### src/rtl/transmit_16_qam_if.sv
// DAC pin bundle for the 16-QAM transmitter.
// The transmitter drives it through the master modport; the DAC model or the board side uses slave.
interface transmit_16_qam_if #(
    parameter int BIT_DAC = 14
);
    logic               PLL_OUT_DA;
    logic               DA_WRTA;
    logic               DA_MODE;
    logic [BIT_DAC-1:0] DAC_OUT;

    modport master (
        output PLL_OUT_DA,
        output DA_WRTA,
        output DA_MODE,
        output DAC_OUT
    );

    modport slave (
        input PLL_OUT_DA,
        input DA_WRTA,
        input DA_MODE,
        input DAC_OUT
    );
endinterface

### src/rtl/transmit_16_qam.sv
// 16-QAM transmitter: PRBS-7 bits, Gray-mapped I/Q, rectangular pulses, fs/4 mixing,
// offset-binary samples for an external DAC.
module transmit_16_qam #(
    parameter int BIT_DAC = 14,
    parameter int SPS     = 8,
    parameter int AMP     = 2047
) (
    input  logic              CLOCK_50,
    input  logic              RESET,
    transmit_16_qam_if.master dac
);

    localparam int CW = (SPS > 2) ? $clog2(SPS) : 1;
    localparam int W  = BIT_DAC + 1;

    localparam logic [CW-1:0]      SYM_LAST = CW'(SPS - 1);
    localparam logic signed [W-1:0] MID_C   = W'(2 ** (BIT_DAC - 1));
    localparam logic signed [W-1:0] AMP_C   = W'(AMP);
    localparam logic [BIT_DAC-1:0] DAC_MID  = BIT_DAC'(2 ** (BIT_DAC - 1));

    logic [6:0]         lfsr_r;
    logic [CW-1:0]      sym_cnt_r;
    logic [1:0]         phase_r;
    logic signed [2:0]  i_lvl_r;
    logic signed [2:0]  q_lvl_r;
    logic [BIT_DAC-1:0] dac_r;

    logic signed [3:0]   i_ext_s;
    logic signed [3:0]   q_ext_s;
    logic signed [3:0]   mix_s;
    logic signed [W-1:0] code_s;
    logic [BIT_DAC-1:0]  dac_next_s;

    // Two Gray-coded bits to one amplitude level.
    function automatic logic signed [2:0] gray_level(input logic [1:0] bits);
        logic signed [2:0] lvl;
        case (bits)
            2'b00:   lvl = -3'sd3;
            2'b01:   lvl = -3'sd1;
            2'b11:   lvl = 3'sd1;
            2'b10:   lvl = 3'sd3;
            default: lvl = 3'sd0;
        endcase
        return lvl;
    endfunction

    // PRBS-7 generator, symbol counter and carrier phase; all free running.
    always_ff @(posedge CLOCK_50 or negedge RESET) begin
        if (!RESET) begin
            lfsr_r    <= 7'h7F;
            sym_cnt_r <= {CW{1'b0}};
            phase_r   <= 2'd0;
        end else begin
            lfsr_r    <= {lfsr_r[5:0], lfsr_r[6] ^ lfsr_r[5]};
            sym_cnt_r <= (sym_cnt_r == SYM_LAST) ? {CW{1'b0}} : sym_cnt_r + {{(CW-1){1'b0}}, 1'b1};
            phase_r   <= phase_r + 2'd1;
        end
    end

    // Symbol latch: levels are held for SPS samples.
    always_ff @(posedge CLOCK_50 or negedge RESET) begin
        if (!RESET) begin
            i_lvl_r <= 3'sd0;
            q_lvl_r <= 3'sd0;
        end else if (sym_cnt_r == {CW{1'b0}}) begin
            i_lvl_r <= gray_level(lfsr_r[3:2]);
            q_lvl_r <= gray_level(lfsr_r[1:0]);
        end else begin
            i_lvl_r <= i_lvl_r;
            q_lvl_r <= q_lvl_r;
        end
    end

    assign i_ext_s = {i_lvl_r[2], i_lvl_r};
    assign q_ext_s = {q_lvl_r[2], q_lvl_r};

    // fs/4 mixer: cos = 1,0,-1,0 and sin = 0,1,0,-1, so s = I*cos - Q*sin.
    always_comb begin
        mix_s = 4'sd0;
        case (phase_r)
            2'd0:    mix_s = i_ext_s;
            2'd1:    mix_s = -q_ext_s;
            2'd2:    mix_s = -i_ext_s;
            2'd3:    mix_s = q_ext_s;
            default: mix_s = 4'sd0;
        endcase
    end

    // Offset-binary conversion; the clamp only guards against an illegal AMP choice.
    always_comb begin
        code_s     = MID_C + W'(mix_s) * AMP_C;
        dac_next_s = DAC_MID;
        if (code_s[W-1]) begin
            dac_next_s = {BIT_DAC{1'b0}};
        end else begin
            dac_next_s = code_s[BIT_DAC-1:0];
        end
    end

    // Registered DAC sample.
    always_ff @(posedge CLOCK_50 or negedge RESET) begin
        if (!RESET) begin
            dac_r <= DAC_MID;
        end else begin
            dac_r <= dac_next_s;
        end
    end

    // Strobes rise mid-cycle, while DAC_OUT is stable; they run through reset.
    assign dac.PLL_OUT_DA = ~CLOCK_50;
    assign dac.DA_WRTA    = ~CLOCK_50;
    assign dac.DA_MODE    = 1'b1;
    assign dac.DAC_OUT    = dac_r;

endmodule

### src/flat_wrapper.sv
// flat-port wrapper written by rule: the top's interface ports become plain ports
module transmit_16_qam_flat 
#(
    parameter int BIT_DAC = 14,
    parameter int SPS     = 8,
    parameter int AMP     = 2047
)
  (CLOCK_50, RESET, dac_PLL_OUT_DA, dac_DA_WRTA, dac_DA_MODE, dac_DAC_OUT);
  transmit_16_qam_if #(.BIT_DAC(BIT_DAC)) dac_i ();
  input  logic CLOCK_50;
  input  logic RESET;
  output wire logic [$bits(dac_i.PLL_OUT_DA)-1:0] dac_PLL_OUT_DA;
  output wire logic [$bits(dac_i.DA_WRTA)-1:0] dac_DA_WRTA;
  output wire logic [$bits(dac_i.DA_MODE)-1:0] dac_DA_MODE;
  output wire logic [$bits(dac_i.DAC_OUT)-1:0] dac_DAC_OUT;
  assign dac_PLL_OUT_DA = dac_i.PLL_OUT_DA;
  assign dac_DA_WRTA = dac_i.DA_WRTA;
  assign dac_DA_MODE = dac_i.DA_MODE;
  assign dac_DAC_OUT = dac_i.DAC_OUT;
  transmit_16_qam #(.BIT_DAC(BIT_DAC), .SPS(SPS), .AMP(AMP)) u_core (.CLOCK_50(CLOCK_50), .RESET(RESET), .dac(dac_i));
endmodule
### config.mk
export PLATFORM = sky130hd
export DESIGN_NAME = transmit_16_qam_flat
export DESIGN_NICKNAME = d
export VERILOG_FILES = /design/src/rtl/transmit_16_qam_if.sv /design/src/rtl/transmit_16_qam.sv /design/src/flat_wrapper.sv
export SDC_FILE = /design/constraint.sdc
export NUM_CORES = 1
export LEC_CHECK = 0
export BUFFER_PORTS_ARGS = -buffer_cell sky130_fd_sc_hd__buf_2
export CORE_MARGIN = 3
export CORE_UTILIZATION = 45
export CTS_BUF_LIST = sky130_fd_sc_hd__clkbuf_16
export CTS_CLUSTER_DIAMETER = 50
export DETAILED_ROUTE_END_ITERATION = 6
export GPL_TIMING_DRIVEN = 0
export PLACE_DENSITY = 0.63
export SETUP_SLACK_MARGIN = 0.1
export SLEW_MARGIN = 20
export SYNTH_ARGS = -nofsm -noshare
export SYNTH_HDL_FRONTEND = slang
export SYNTH_SLANG_ARGS = --single-unit
### constraint.sdc
create_clock -name CLOCK_50 -period 9.02 [get_ports CLOCK_50]
set_input_delay 1.804 -clock CLOCK_50 [delete_from_list [all_inputs] [get_ports CLOCK_50]]
set_output_delay 1.804 -clock CLOCK_50 [all_outputs]
set_load 0.03 [all_outputs]
==> impl_metrics.tcl, run 1 <==
set metrics [dict create \
    drv_cap 0 \
    synth_xor_area_share_pct 5.98 \
    synth_top_family_by_area "adder cells" \
    port_buffers 17 \
    status "finished clean" \
    cp-end-kind "output port" \
    insertion_delay_ns 0.28 \
    max_slew_margin_pct 58.3 \
    slowest_stage "buf_2" \
    start_util_pct 47.3 \
    ir_worst_vdd_mv 0.117 \
    path_cells "clkbuf_16 -> clkbuf_16 -> inv_1 -> buf_4 -> buf_2" \
    cts_tree "yes" \
    placed_cells 237 \
    drive_gt1_share_pct 31.6 \
    ctsLongestPathBuffers 2 \
    synthFlopType "dfrtp_1" \
    vias 1202 \
    diodes 0 \
    synth_edf_count 0 \
    root_buffer "clkbuf_16" \
    dp_slack_ns 2.40 \
    critical_path.max_stage_delay_ns 0.18 \
    drtPass1Iterations 4 \
    cp-start-kind "clock port" \
    wl_um 3000 \
    synth-compound-area-share_pct 9.59 \
    avgViaCountPerCell 4.89 \
    htree_levels 2 \
    grt_setup_unrepaired "false" \
    grt_pass1_wl_um 5600 \
    coreArea_mm2 0.00403 \
    crit_family "buffers and inverters" \
    slew_viol_final 0 \
    yosys.area.top_type "dfrtp_1" \
    cp.required_ns 7.22 \
    synth.net_count 204 \
    drc 0 \
    hold_ws_ns 0.351 \
    met3_usage_pct 4.12 \
    dpl_cell_area_mm2 0.00205 \
    grt_max_degree 31 \
    die_x_um 71.1 \
    final_nets 229 \
    hpwl_um 2340 \
    grt-ovfl-total 0 \
    final_cell_mix "ha_1 (30), inv_1 (25), dfrtp_1 (22)" \
    cp_num_buf_inv 5 \
    syn-instance-count 170 \
    grt.met1_usage_pct 15.2 \
    leakage_nw 1.15 \
    cts_hold_buf 0 \
    final_area_mm2 0.00222 \
    min_path_type "flip-flop to flip-flop" \
    cp_max_fo 12 \
    fp.dieH_um 71.1 \
    cts_resized 0 \
    ff2ff_setup_slack_ns 4.62 \
    stdcell_count 246 \
    synth_area_leaders "dfrtp_1 (29%), ha_1 (20%), dfstp_2 (11%)" \
    area_growth_pct 16.8 \
    gp_congestion 0.826 \
    avgSynthCellArea_um2 11.2 \
    post-cts-setup-buffers 0 \
    tns_ns 0 \
    synthAdderAreaFrac_pct 21.8 \
    ys_ff_latch 30 \
    wl_per_cell_um 12.2 \
    io_pins 19 \
    worst_pin_slew_ns 0.626 \
    synthMuxAreaShare_pct 3.02 \
    syn-cell-area_mm2 0.00190 \
    setup_violations 0 \
    die_area_mm2 0.00505 \
    ant_nets 0 \
    row_count 23 \
    grt_pass1_vias 1332 \
    synth_top_cell_area_share_pct 28.9 \
    synthSimpleGateAreaFrac_pct 11.8 \
    cts.clk_slew.worst_paths_ns 0.06 \
    final_common_cell "ha_1" \
    clock-skew-final_ns 0.00435 \
    drt_iter0_drc 89 \
    finalHoldViolations 0 \
    cts_buffers 5 \
    crit_arrival_ns 5.12 \
    fillers 343 \
    worstSetupPathType "clock port to output port" \
    antenna_found_initial 0 \
    gr-usage-all-layers_pct 14.2 \
    ys.warnings.count 0 \
    p_per_area_mw_per_mm2 163 \
    yosysSeqAreaShare_pct 39.9 \
    busiest_layer "met2" \
    ys_async_sr_fraction_pct 100 \
    finalWorstSetupSlack_ns 2.09 \
    use_met2_pct 25.5 \
    synth.distinct_cells 44 \
    cpMostUsedCell "clkbuf_16" \
]
## cells in the mapped netlist (4+ instances only)
cell type / instances
ha_1: 30
inv_1: 24
dfrtp_1: 22
dfstp_2: 8
nand2_1: 8
nor2_1: 7
o21ai_0: 6
nor2b_2: 5
xor2_1: 5
a21oi_1: 4
## final timing paths
kind,from,end,depth (start not counted)
max,CLOCK_50,dac_PLL_OUT_DA,5
min,u_core.lfsr_r[4],u_core.lfsr_r[5],0
max reg2reg,u_core.q_lvl_r[0],u_core.dac.DAC_OUT[3],19
min reg2reg,u_core.lfsr_r[4],u_core.lfsr_r[5],0
max in group asynchronous,RESET,u_core.i_lvl_r[1],1
min in group asynchronous,RESET,u_core.dac.DAC_OUT[12],1
## state kept, by name, summed over array words and instances (netlist names)
signal	count
u_core.dac.DAC_OUT	13
u_core.i_lvl_r	2
u_core.lfsr_r	7
u_core.phase_r	2
u_core.q_lvl_r	3
u_core.sym_cnt_r	3
## through the flow
stage / total power [mW] / utilization [%]
finish: 0.362 / 55.2
global route: 0.379 / 55.2
CTS: 0.370 / 55.2
detailed placement: 0.177 / 50.9
global placement: 0.177 / 50.9
floorplan: 0.167 / -
## report_power, final
part	switching, mW	internal, mW
registers	0	0.135
logic	0.00294	0.000447
clock network	0.0905	0.133
## metal layers
metal	part of all wire, %	vias to the layer above
met5	0	-
met4	1.5	0
met3	3.4	5
met2	53	14
met1	42	582
li1	-	601
## final cells by class
cell class                      count  area (um2)  share of cell area [%]
Tap cell                           50        62.6                    2.81
Buffer                              6        51.3                    2.31
Inverter                           24        90.1                    4.05
Multi-Input combinational cell    109         998                    44.9
Sequential cell                    30         761                    34.2
Timing Repair Buffer               15        75.1                    3.38
Clock buffer                        8         160                    7.20
Clock inverter                      4        25.0                    1.13
## cells by family after synthesis
logic type	after synthesis
DFF	30
muxes	5
AOI/OAI and AO/OA	24
other	1
buffers and inverters	31
adders and majority gates	32
and+or+nand+nor	37
xor gates and xnor gates	10
## worst reg2reg max path, stage by stage (launching register included)
cell and delay, ns:
dfrtp_1 0.38, inv_2 0.13, ha_1 0.25, a222oi_1 0.42, mux2i_1 0.21, inv_1 0.12, ha_1 0.14, inv_1 0.05
ha_1 0.29, inv_1 0.07, fa_1 0.55, inv_1 0.05, ha_1 0.20, a21oi_1 0.26, o21ai_0 0.22, a21o_2 0.25
mux2_4 0.28, xnor2_2 0.16, buf_6 0.20, nor2b_2 0.06
No activity file was read; power rests on OpenSTA's default activity.
==> inputs of run 2 (changes only) <==
Settings changed: ABC_AREA set to 1, PLACE_DENSITY 0.63 to 0.64.
Clock period 9.02 ns to 7.05 ns, I/O delays scaled along.
==> run 2 against run 1 <==
Effect of this change:
- clock skew down 0.0013 ns
- non-clock buffer count is 2 lower
- utilization is 2.2 points higher
- design area shrank 2.0%
- die area down 3.0%
- clock power up 43%
- critical endpoint unchanged
==> impl_metrics.tcl, run 2 <==
set metrics [dict create \
    cts_tree "yes" \
    worstSetupPathType "clock port to output port" \
    crit_arrival_ns 4.13 \
    cts.clk_slew.worst_paths_ns 0.05 \
    die_area_mm2 0.00490 \
    drive_gt1_share_pct 24.9 \
    finalHoldViolations 0 \
    leakage_nw 1.22 \
    cts_resized 0 \
    routed-wl-met2_um 1330 \
    synth.net_count 233 \
    fp.dieH_um 70.0 \
    cp-startpoint "CLOCK_50" \
    coreArea_mm2 0.00380 \
    yosysSeqAreaShare_pct 41.3 \
    port_buffers 17 \
    worst_pin_slew_ns 0.643 \
    diodes 0 \
    p_per_area_mw_per_mm2 229 \
    ant_nets 0 \
    yosys.area.top_type "dfrtp_1" \
    final_nets 258 \
    grt_setup_unrepaired "false" \
    synth_top_cell_area_share_pct 29.9 \
    wl_per_cell_um 10.6 \
    cpMostUsedCell "clkbuf_16" \
    gp_congestion 0.783 \
    yosysMostFrequentCell "inv_1" \
    io_pins 19 \
    avgViaCountPerCell 4.51 \
    final_common_cell "inv_1" \
    post-cts-setup-buffers 0 \
    avgSynthCellArea_um2 9.26 \
    wl_um 2900 \
    wl_met3_um 138 \
    cts_hold_buf 0 \
    cp_max_fo 10 \
    ys.warnings.count 0 \
    cp.required_ns 5.64 \
    slew_viol_final 0 \
    r2r_start "u_core.phase_r[0]" \
    htree_levels 2 \
    wl_met1_um 1370 \
    cp-start-kind "clock port" \
    clock-skew-final_ns 0.00301 \
    largest_reg_flops 13 \
    grt_pass1_wl_um 5330 \
    antenna_found_initial 0 \
    synth_area_leaders "dfrtp_1 (30%), ha_1 (20%), dfstp_2 (11%)" \
    start_util_pct 48.5 \
    vias 1231 \
    grt-ovfl-total 0 \
    status "finished clean" \
    insertion_delay_ns 0.27 \
    grt_max_degree 31 \
    ir_worst_vdd_mv 0.187 \
    slowest_stage "buf_2" \
    top_layer_used "met4" \
    final_cell_mix "inv_1 (46), ha_1 (30), nand2_1 (28)" \
    hpwl_um 2200 \
    setup_violations 0 \
    ys_async_sr_fraction_pct 100 \
    ctsLongestPathBuffers 2 \
    drt_iter0_drc 45 \
    cts_buffers 5 \
    grt_pass1_vias 1233 \
    cp-end-kind "output port" \
    drc 0 \
    drv_cap 0 \
    drtPass1Iterations 4 \
    max_slew_margin_pct 57.2 \
    critical_path.max_stage_delay_ns 0.18 \
    area_growth_pct 18.3 \
    ys_ff_latch 30 \
    row_count 22 \
    min_path_type "flip-flop to flip-flop" \
    path_cells "clkbuf_16 -> clkbuf_16 -> inv_1 -> buf_4 -> buf_2" \
    syn-instance-count 199 \
    synthFlopType "dfrtp_1" \
    root_buffer "clkbuf_16" \
    fin_util_pct 57.4 \
    syn-cell-area_mm2 0.00184 \
    die_x_um 70.0 \
    gr-usage-all-layers_pct 14.0 \
    synth_edf_count 0 \
    hold_path_startpoint "u_core.lfsr_r[4]" \
    tns_ns 0 \
    synth.distinct_cells 26 \
    synth_common_cells "inv_1 (45), ha_1 (30), nand2_1 (28), dfrtp_1 (22), nor2_1 (13)" \
]
==> run 2: cell count changes after synthesis, sizes merged, moves of 4 or more <==
cell and change:
nand2 +25, inv +21, nor2 +13, nor2b -7, nand2b -5, nand3 +5, a21oi -4
==> run 2: area by class of cell <==
class / count / area (um2)
fillers: 341 / 1620
multi-input cells: 119 / 875
flip-flops and latches: 30 / 761
inverters: 45 / 169
clock buffers: 7 / 135
repair buffers: 15 / 75.1
clock inverters: 5 / 71.3
well taps: 48 / 60.1
plain buffers: 4 / 33.8
==> run 2: cells by family (layout without fill, tap and decap cells) <==
logic type	after synthesis	in the layout	synth area share, %
AOI/OAI and AO/OA	12	12	4.35
and+or+nand+nor	69	69	18.0
adders and majority gates	32	32	22.6
DFF	30	30	41.3
other	1	1	0.204
xor gates and xnor gates	5	5	2.38
buffers and inverters	50	76	11.2
==> run 2: where the power goes <==
part	switching, mW	leakage (nW)	internal [mW]
logic	0.00386	0.748	0.000572
registers	0	0.358	0.173
clock network	0.104	0.117	0.217
total	0.108	1.22	0.391
==> run 2: worst max-delay path, delay by kind of cell <==
kind,cells,cell delay [ns]
buffers and inverters,5,0.60
==> run 2: worst paths after layout <==
path                                          end  slack [ns]  cells past startpoint
min in group asynchronous  u_core.dac.DAC_OUT[12]        1.16                      1
max reg2reg                u_core.dac.DAC_OUT[11]        2.96                     18
min                              u_core.lfsr_r[5]        0.35                      0
min reg2reg                      u_core.lfsr_r[5]        0.35                      0
max in group asynchronous  u_core.dac.DAC_OUT[11]        5.47                      1
max                                dac_PLL_OUT_DA        1.51                      5
==> run 2: stage by stage <==
| step | std cells | hold WS (ns) | setup WS, ns | area (um2) | power [mW] |
|---|---|---|---|---|---|
| after detailed placement | 264 | 0.348 | 1.81 | 1990 | 0.227 |
| final | 273 | 0.353 | 1.51 | 2180 | 0.499 |
| after floorplan | 199 | 0.345 | 1.70 | 1840 | 0.214 |
| after global routing | 273 | 0.361 | 1.46 | 2180 | 0.524 |
| after global placement | 264 | 0.345 | 1.81 | 1990 | 0.226 |
| after CTS | 273 | 0.355 | 1.50 | 2180 | 0.507 |
==> run 2: per-layer routing <==
metal / global-route usage, % / vias up
li1: - / 653
met5: 0 / -
met4: 8.94 / 0
met2: 20.9 / 21
met1: 16.6 / 551
met3: 5.47 / 6
